<file path="src/rtl/alu_dword_seq_pkg.sv">
// alu_dword_seq_pkg: op codes, ALU function selects and FSM states for the dword ALU sequencer.
package alu_dword_seq_pkg;
    localparam logic [1:0] OP_ADD = 2'd0;
    localparam logic [1:0] OP_SUB = 2'd1;
    localparam logic [1:0] OP_MUL = 2'd2;
    localparam logic [1:0] OP_BAD = 2'd3;
    localparam logic [3:0] ALU_S_ADD = 4'd9;
    localparam logic [3:0] ALU_S_SUB = 4'd6;
    localparam logic [3:0] ALU_S_IDLE = 4'd0;
    typedef enum logic [2:0] {S_IDLE, S_LO, S_HI, S_MUL, S_DONE} state_t;
endpackage

</file>
<file path="src/rtl/alu_dword_seq_if.sv">
// alu_dword_seq_if: control handshake plus external 16-bit ALU slice bus of the sequencer.
interface alu_dword_seq_if;
    logic start;
    logic [1:0] op;
    logic [31:0] opa, opb, res;
    logic busy, done, flg_c, flg_v, flg_z, err;
    logic alu_m, alu_cn_, alu_cn4_;
    logic [3:0] alu_s;
    logic [15:0] alu_a, alu_b, alu_f;
    modport master (
        output start, op, opa, opb, alu_f, alu_cn4_,
        input busy, done, res, flg_c, flg_v, flg_z, err, alu_m, alu_s, alu_cn_, alu_a, alu_b
    );
    modport slave (
        input start, op, opa, opb, alu_f, alu_cn4_,
        output busy, done, res, flg_c, flg_v, flg_z, err, alu_m, alu_s, alu_cn_, alu_a, alu_b
    );
endinterface

</file>
<file path="src/rtl/alu_dword_seq_mul.sv">
// alu_dword_seq_mul: shift-and-add multiply state (iteration counter, acc_hi/acc_lo), built only with ALU_SEQ_MUL_EN.
module alu_dword_seq_mul (
    input  logic        clk_sys,
    input  logic        rst,
    input  logic        load_i,
    input  logic        step_i,
    input  logic [15:0] mplier_i,
    input  logic [15:0] f_i,
    input  logic        c_i,
    output logic [15:0] acc_hi_o,
    output logic [15:0] acc_lo_o,
    output logic        last_o
);
    logic [15:0] hi_q, lo_q;
    logic [3:0] cnt_q;
    always_ff @(posedge clk_sys or posedge rst) begin
        if (rst) begin
            hi_q <= '0;
            lo_q <= '0;
            cnt_q <= '0;
        end else if (load_i) begin
            hi_q <= '0;
            lo_q <= mplier_i;
            cnt_q <= '0;
        end else if (step_i) begin
            // {carry, sum, acc_lo} shifted right by one; the carry lands in acc_hi[15]
            hi_q <= {c_i, f_i[15:1]};
            lo_q <= {f_i[0], lo_q[15:1]};
            cnt_q <= cnt_q + 4'd1;
        end
    end
    assign acc_hi_o = hi_q;
    assign acc_lo_o = lo_q;
    assign last_o = cnt_q == 4'd15;
endmodule

</file>
<file path="src/rtl/alu_dword_seq.sv">
// alu_dword_seq: sequences 32-bit ADD/SUB (two 16-bit passes) and, with ALU_SEQ_MUL_EN, a 16x16 multiply
// over one external 16-bit ALU slice.
module alu_dword_seq
    import alu_dword_seq_pkg::*;
(
    input logic clk_sys,
    input logic rst,
    alu_dword_seq_if.slave bus
);
    state_t state_q;
    logic [15:0] a_q, b_q, lo_q, alu_a_q, alu_b_q;
    logic [31:0] res_q, hi_res_d;
    logic [3:0] alu_s_q;
    logic sub_q, c_q, v_q, z_q, err_q, alu_m_q, alu_cn_q;
    logic is_sub, is_mul, bad_op, v_d;
    assign is_sub = bus.op == OP_SUB;
    assign hi_res_d = {bus.alu_f, lo_q};
    assign v_d = (bus.alu_f[15] ^ a_q[15]) & ~(a_q[15] ^ b_q[15] ^ sub_q);
`ifdef ALU_SEQ_MUL_EN
    logic [15:0] acc_hi, acc_lo;
    logic [31:0] mul_res_d;
    logic last;
    assign is_mul = bus.op == OP_MUL;
    assign bad_op = bus.op == OP_BAD;
    alu_dword_seq_mul u_mul (
        .clk_sys (clk_sys),
        .rst     (rst),
        .load_i  (state_q == S_IDLE && bus.start),
        .step_i  (state_q == S_MUL),
        .mplier_i(bus.opb[15:0]),
        .f_i     (bus.alu_f),
        .c_i     (~bus.alu_cn4_),
        .acc_hi_o(acc_hi),
        .acc_lo_o(acc_lo),
        .last_o  (last)
    );
    assign bus.alu_a = state_q == S_MUL ? acc_hi : alu_a_q;
    assign bus.alu_b = state_q == S_MUL ? (acc_lo[0] ? a_q : 16'd0) : alu_b_q;
    assign mul_res_d = {~bus.alu_cn4_, bus.alu_f, acc_lo[15:1]};
`else
    assign is_mul = 1'b0;
    assign bad_op = bus.op[1];
    assign bus.alu_a = alu_a_q;
    assign bus.alu_b = alu_b_q;
`endif
    always_ff @(posedge clk_sys or posedge rst) begin
        if (rst) begin
            state_q <= S_IDLE;
            {a_q, b_q, lo_q, alu_a_q, alu_b_q} <= '0;
            res_q <= '0;
            {sub_q, c_q, v_q, z_q, err_q} <= '0;
            alu_m_q <= 1'b1;
            alu_s_q <= ALU_S_IDLE;
            alu_cn_q <= 1'b1;
        end else begin
            case (state_q)
                S_IDLE: if (bus.start) begin
                    err_q <= bad_op;
                    sub_q <= is_sub;
                    a_q <= is_mul ? bus.opa[15:0] : bus.opa[31:16];
                    b_q <= bus.opb[31:16];
                    alu_a_q <= bad_op ? 16'd0 : bus.opa[15:0];
                    alu_b_q <= bad_op ? 16'd0 : bus.opb[15:0];
                    alu_m_q <= bad_op;
                    alu_s_q <= bad_op ? ALU_S_IDLE : is_sub ? ALU_S_SUB : ALU_S_ADD;
                    alu_cn_q <= ~is_sub;
                    state_q <= bad_op ? S_DONE : is_mul ? S_MUL : S_LO;
                end
                S_LO: begin
                    lo_q <= bus.alu_f;
                    alu_a_q <= a_q;
                    alu_b_q <= b_q;
                    alu_cn_q <= bus.alu_cn4_;
                    state_q <= S_HI;
                end
                S_HI: begin
                    res_q <= hi_res_d;
                    z_q <= hi_res_d == '0;
                    c_q <= ~bus.alu_cn4_;
                    v_q <= v_d;
                    {alu_a_q, alu_b_q} <= '0;
                    alu_m_q <= 1'b1;
                    alu_s_q <= ALU_S_IDLE;
                    alu_cn_q <= 1'b1;
                    state_q <= S_DONE;
                end
`ifdef ALU_SEQ_MUL_EN
                S_MUL: if (last) begin
                    res_q <= mul_res_d;
                    z_q <= mul_res_d == '0;
                    c_q <= 1'b0;
                    v_q <= 1'b0;
                    {alu_a_q, alu_b_q} <= '0;
                    alu_m_q <= 1'b1;
                    alu_s_q <= ALU_S_IDLE;
                    alu_cn_q <= 1'b1;
                    state_q <= S_DONE;
                end
`endif
                default: state_q <= S_IDLE;
            endcase
        end
    end
    assign bus.busy = state_q != S_IDLE;
    assign bus.done = state_q == S_DONE;
    assign bus.res = res_q;
    assign bus.flg_c = c_q;
    assign bus.flg_v = v_q;
    assign bus.flg_z = z_q;
    assign bus.err = err_q;
    assign bus.alu_m = alu_m_q;
    assign bus.alu_s = alu_s_q;
    assign bus.alu_cn_ = alu_cn_q;
endmodule

</file>
<file path="src/flat_wrapper.sv">
// flat-port wrapper written by rule: the top's interface ports become plain ports
module alu_dword_seq_flat import alu_dword_seq_pkg::*;
  (clk_sys, rst, bus_start, bus_op, bus_opa, bus_opb, bus_alu_f, bus_alu_cn4_, bus_busy, bus_done, bus_res, bus_flg_c, bus_flg_v, bus_flg_z, bus_err, bus_alu_m, bus_alu_s, bus_alu_cn_, bus_alu_a, bus_alu_b);
  alu_dword_seq_if bus_i ();
  input logic clk_sys;
  input logic rst;
  input wire logic [$bits(bus_i.start)-1:0] bus_start;
  input wire logic [$bits(bus_i.op)-1:0] bus_op;
  input wire logic [$bits(bus_i.opa)-1:0] bus_opa;
  input wire logic [$bits(bus_i.opb)-1:0] bus_opb;
  input wire logic [$bits(bus_i.alu_f)-1:0] bus_alu_f;
  input wire logic [$bits(bus_i.alu_cn4_)-1:0] bus_alu_cn4_;
  output wire logic [$bits(bus_i.busy)-1:0] bus_busy;
  output wire logic [$bits(bus_i.done)-1:0] bus_done;
  output wire logic [$bits(bus_i.res)-1:0] bus_res;
  output wire logic [$bits(bus_i.flg_c)-1:0] bus_flg_c;
  output wire logic [$bits(bus_i.flg_v)-1:0] bus_flg_v;
  output wire logic [$bits(bus_i.flg_z)-1:0] bus_flg_z;
  output wire logic [$bits(bus_i.err)-1:0] bus_err;
  output wire logic [$bits(bus_i.alu_m)-1:0] bus_alu_m;
  output wire logic [$bits(bus_i.alu_s)-1:0] bus_alu_s;
  output wire logic [$bits(bus_i.alu_cn_)-1:0] bus_alu_cn_;
  output wire logic [$bits(bus_i.alu_a)-1:0] bus_alu_a;
  output wire logic [$bits(bus_i.alu_b)-1:0] bus_alu_b;
  assign bus_i.start = bus_start;
  assign bus_i.op = bus_op;
  assign bus_i.opa = bus_opa;
  assign bus_i.opb = bus_opb;
  assign bus_i.alu_f = bus_alu_f;
  assign bus_i.alu_cn4_ = bus_alu_cn4_;
  assign bus_busy = bus_i.busy;
  assign bus_done = bus_i.done;
  assign bus_res = bus_i.res;
  assign bus_flg_c = bus_i.flg_c;
  assign bus_flg_v = bus_i.flg_v;
  assign bus_flg_z = bus_i.flg_z;
  assign bus_err = bus_i.err;
  assign bus_alu_m = bus_i.alu_m;
  assign bus_alu_s = bus_i.alu_s;
  assign bus_alu_cn_ = bus_i.alu_cn_;
  assign bus_alu_a = bus_i.alu_a;
  assign bus_alu_b = bus_i.alu_b;
  alu_dword_seq u_core (.clk_sys(clk_sys), .rst(rst), .bus(bus_i));
endmodule
</file>
<file path="config.mk">
export PLATFORM = sky130hd
export DESIGN_NAME = alu_dword_seq_flat
export DESIGN_NICKNAME = d
export VERILOG_FILES = /design/src/rtl/alu_dword_seq_pkg.sv /design/src/rtl/alu_dword_seq_if.sv /design/src/rtl/alu_dword_seq_mul.sv /design/src/rtl/alu_dword_seq.sv /design/src/flat_wrapper.sv
export SDC_FILE = /design/constraint.sdc
export NUM_CORES = 1
export LEC_CHECK = 0
export BUFFER_PORTS_ARGS = -buffer_cell sky130_fd_sc_hd__buf_2
export CAP_MARGIN = 20
export CELL_PAD_IN_SITES_DETAIL_PLACEMENT = 1
export CELL_PAD_IN_SITES_GLOBAL_PLACEMENT = 1
export CORE_UTILIZATION = 41
export CTS_CLUSTER_DIAMETER = 80
export DETAILED_ROUTE_END_ITERATION = 12
export PLACE_DENSITY = 0.95
export SKIP_CTS_REPAIR_TIMING = 1
export SYNTH_ARGS = -nofsm -noshare
export SYNTH_HDL_FRONTEND = slang
export SYNTH_SLANG_ARGS = --single-unit
export TNS_END_PERCENT = 50
</file>
<file path="constraint.sdc">
create_clock -name clk_sys -period 9.67 [get_ports clk_sys]
set_input_delay 0 -clock clk_sys [delete_from_list [all_inputs] [get_ports clk_sys]]
set_output_delay 0 -clock clk_sys [all_outputs]
set_load 0.1 [all_outputs]
</file>
=== Word level (Yosys, flattened, before mapping) ===
Cells that the tools add are included.

* Register bits: 126
* Logic and storage cells: 52

* Equal/unequal tests: 5
* Multiplexer cells: 17
* Bitwise logic cells: 7
* Reductions and logical operators: 8

{| class="wikitable"
|+ Operators with widths
! kind !! count
|-
| $pmux W16 S3 || 2
|-
| $mux W16 || 4
|-
| $logic_not A32 Y1 || 1
|-
| $mux W4 || 3
|-
| $pmux W3 S3 || 1
|-
| $pmux W4 S2 || 1
|-
| $mux W3 || 2
|-
| $reduce_and A2 Y1 || 3
|-
| $reduce_bool A3 Y1 || 2
|-
| $eq A3 B1 Y1 const B || 1
|-
| $eq A3 B2 Y1 const B || 1
|-
| $eq A3 B3 Y1 const B || 1
|-
| $logic_not A3 Y1 || 1
|-
| $not A1 Y1 || 3
|-
| $pmux W1 S3 || 1
|-
| $xor A1 B1 Y1 || 3
|-
| $eq A2 B1 Y1 const B || 1
|-
| $mux W1 || 2
|-
| $ne A2 B2 Y1 const B || 1
|-
| $pmux W1 S2 || 1
|-
| $reduce_bool A2 Y1 || 1
|-
| $and A1 B1 Y1 || 1
|}

=== Logic depth before layout (Yosys ltp) ===
* Depth in word-level cells: 5
* Depth in mapped cells: 8
* Mapped depth without buffers: 4

=== Least setup slack after synthesis ===
Ideal clock, no wire load.

* Path kind: flip-flop to output port
* Start: register u_core.state_q[1]
* End: output port bus_done
* Arrival time: 2.688 ns
* Data required time: 9.670 ns
* Slack: 6.982 ns
* Cell stages (with the launch flop): 3
* Cell sequence: dfrtp_1 buf_2 nor3b_1

* Word-level cells in the longest chain between the ends: 1

{| class="wikitable"
|+ RTL lines
! element !! RTL line !! text
|-
| from (decl) || alu_dword_seq.sv:10 || <nowiki>state_t state_q;</nowiki>
|-
| from (signal assigned) || alu_dword_seq.sv:67 || <nowiki>state_q <= bad_op ? S_DONE : is_mul ? S_MUL : S_LO;</nowiki>
|-
| $eq A3 B3 Y1 || alu_dword_seq.sv:105 || <nowiki>assign bus.done = state_q == S_DONE;</nowiki>
|-
| to (decl) || flat_wrapper.sv:14 || <nowiki>output wire logic [$bits(bus_i.done)-1:0] bus_done;</nowiki>
|}

No other way between the ends.

=== Worst setup path after layout ===
* Start: register u_core.state_q[0]
* End: register u_core.alu_a_q[13], in the netlist u_core.bus.alu_a[13]

* Word-level cells in the longest chain between the ends: 3

{| class="wikitable"
|+ RTL lines
! element !! RTL line !! text
|-
| $eq A3 B1 Y1, or another cell as far along || alu_dword_seq.sv:56 || <nowiki>case (state_q)</nowiki>
|-
| $reduce_bool A3 Y1 (no source line) or $ne A2 B2 Y1 (tied branches) || n/a ||
|-
| $reduce_and A2 Y1 (no source line) || n/a ||
|-
| to (signal assigned) || alu_dword_seq.sv:62 || <nowiki>alu_a_q <= bad_op ? 16'd0 : bus.opa[15:0];</nowiki>
|-
| to (signal assigned) || alu_dword_seq.sv:71 || <nowiki>alu_a_q <= a_q;</nowiki>
|-
| to (decl) || alu_dword_seq.sv:11 || <nowiki>logic [15:0] a_q, b_q, lo_q, alu_a_q, alu_b_q;</nowiki>
|}

Parallel ways exist; a longest one is shown, timed or not.
A chain may end at the register's enable or synchronous reset.

==> results.toml <==
[status]
outcome = "completed"

[worst_setup_path]
critPathTopFamily = "buffers and inverters"
end_kind = "flip-flop"
crit_path_cell_trace = "or3b_2 -> buf_12 -> inv_2 -> nand2_1 -> a31oi_2"
worstPathArrival_ns = 3.15
critPathSlowestCell = "or3b_2"
worst_ep_required_time_ns = 9.99
start_kind = "flip-flop"
cp_num_buf_inv = 2
path_max_fanout = 49
critPathKind = "reg2reg"
max_stage_delay_ns = 0.71

[grt]
grt_pass1_wl_mm = 26.3
antenna_found_initial = 3
grt_max_degree = 71
first_global_vias = 5286
grt.overflow.total = 0
track_usage_pct = 25.9

[yosys]
synth.most_common_cell = "nand2_1"
yosys.area.top_type = "dfrtp_1"
synth_ff_type = "dfrtp_1"
synth-async-reset-ratio_pct = 100
netlist_instances = 592
synth_common_cells = "nand2_1 (284), dfrtp_1 (122), a21oi_1 (36), nand4_1 (34), a31oi_2 (30)"
yosysSeqAreaShare_pct = 57.1
synth_warnings = 0
synth.distinct_cells = 30
syn_nets = 678
ys_top_cells_by_area = "dfrtp_1 (56%), nand2_1 (20%), a31oi_2 (6.9%), nand4_1 (3.9%), a21oi_1 (3.3%)"
avgSynthCellArea_um2 = 9.19
syn-cell-area_um2 = 5440
yosysTopAreaCellShare_pct = 56.1
synth-seq-cells = 124
synth_edf_count = 0

[layout]
syn_to_final_growth_pct = 43.2
fin_nets = 902
regArea_um2 = 3110
multi_input_area_um2 = 2100
n_fill_cell = 1473
postLayoutCoreUtil_pct = 61.0
design_area_um2 = 7790
fin_cells = 1004
drive_gt1_share_pct = 29.0

[detailed_routing]
drtIter0Drc = 264
wl_per_cell_um = 20.9
first_pass_iters = 4
final_antenna_net_count = 0
vias = 5426
wl_mm = 21.0
route.detailed.drc = 0
vias_per_cell = 5.40

[sta]
finalMaxSlewViolations = 0
rsz0062_at_grt = "no"
finalSetupViolCount = 0
fmax_ghz = 0.355
skew_ns = 0.0197
tightest_slew_ns = 1.03
period_share_pct = 29.2
layout_min_cycle_time_ns = 2.82
fin_setup_tns_ns = 0
hold_violations = 0
max_slew_margin_pct = 30.9

[floorplan]
start_util_pct = 42.6
dieWidth_um = 117
rows = 41
floorplan.die_area_um2 = 13700
die_h_um = 117
coreArea_um2 = 12800
num_io_pins = 162

[clock_tree]
path_clk_slew_ns = 0.06
clk_root_buffer_cell = "clkbuf_16"
cts_tree = "done"
htreeDepth = 4
numCtsBuffers = 17
cts_max_path_buffers = 2
cts_sinks = 124
clkLatencyLatePin_ns = 0.42

[place]
portBuffers = 161
dp_hpwl_mm = 11.0
placed_cells = 883
gp_congestion = 0.737
dpl-instance-area_um2 = 6280

[job]
cap_violations = 0

[power]
leakage_nw = 3.88
power.density_nw_per_um2 = 386
total_power_mw = 3.00
peakVddDrop_uv = 403

[worst_hold_path]
hold_class = "in2reg"
[layout make-up]
type                       count  share of cell area [%]
tap                          172                    2.76
clock inverter                11                    1.81
clock buffer                  21                    6.04
multi-input combinational    417                    26.9
antenna                        3                  0.0964
timing repair buffer         253                    22.3
inverter                       3                   0.177
sequential                   124                    39.9
[worst min-delay path: stages]
cell and delay (ns):
buf_2 0.12, nor4b_4 0.19, nand2_1 0.09, nand2_1 0.04
[final timing paths]
path	from	to	slack, ns	cells after the start
max in group asynchronous	rst	u_core.bus.alu_b[0]	8.08	4
setup reg to reg	u_core.state_q[0]	u_core.bus.alu_a[13]	6.85	5
hold reg to reg	u_core.a_q[3]	u_core.a_q[3]	0.47	2
setup / recovery	u_core.state_q[0]	u_core.bus.alu_a[13]	6.85	5
hold / removal	bus_start	u_core.b_q[8]	0.06	4
min in group asynchronous	rst	u_core.bus.res[1]	0.29	3
[kinds of logic after synthesis]
| family | Yosys count | share of synthesized area [%] |
|---|---|---|
| and+or+nand+nor | 342 | 26.7 |
| DFF | 124 | 57.1 |
| AOI/OAI and AO/OA | 72 | 10.9 |
| buffers and inverters | 51 | 4.83 |
| muxes | 2 | 0.368 |
| xor gates and xnor gates | 1 | 0.161 |
[placed cells by master, fill, tap and decap left out, types with 6 or more instances in the layout]
master         instances
buf_4                  6
buf_2                161
nand2_1              284
dfrtp_1              122
clkbuf_16             17
nand4_1               34
a31oi_2               30
nor4_1                 8
a21oi_1               35
dlygate4sd3_1         84
[where the power goes]
| part | internal [mW] | switching (mW) |
|---|---|---|
| Sequential | 0.713 | 0.140 |
| Clock | 0.424 | 0.240 |
| Combinational | 0.240 | 1.25 |
| Total | 1.38 | 1.63 |
[routing by layer]
| metal | vias to the layer above | share of wire (%) | GRT usage (%) |
|---|---|---|---|
| met5 | - | 0 | 0 |
| met4 | 0 | 4.0 | 11.6 |
| met3 | 65 | 5.6 | 7.05 |
| met2 | 198 | 54 | 48.3 |
| met1 | 2751 | 36 | 27.0 |
| li1 | 2412 | - | - |
[sequential cells by signal, indices dropped and copies added (netlist names), 2 cells and up]
register / cells
u_core.bus.alu_s: 2
u_core.bus.res: 32
u_core.b_q: 16
u_core.a_q: 16
u_core.state_q: 3
u_core.lo_q: 16
u_core.bus.alu_a: 16
u_core.bus.alu_b: 16
[through the flow]
stage | worst slack, ns | hold WS (ns)
6_report | 6.85 | 0.0633
5_1_grt | 6.71 | 0.0732
4_1_cts | 6.68 | -0.238
3_5_place_dp | 6.77 | 0.198
3_3_place_gp | 7.00 | 0.194
2_1_floorplan | 6.37 | 0.0664
No activity file was read; power rests on OpenSTA's default activity.
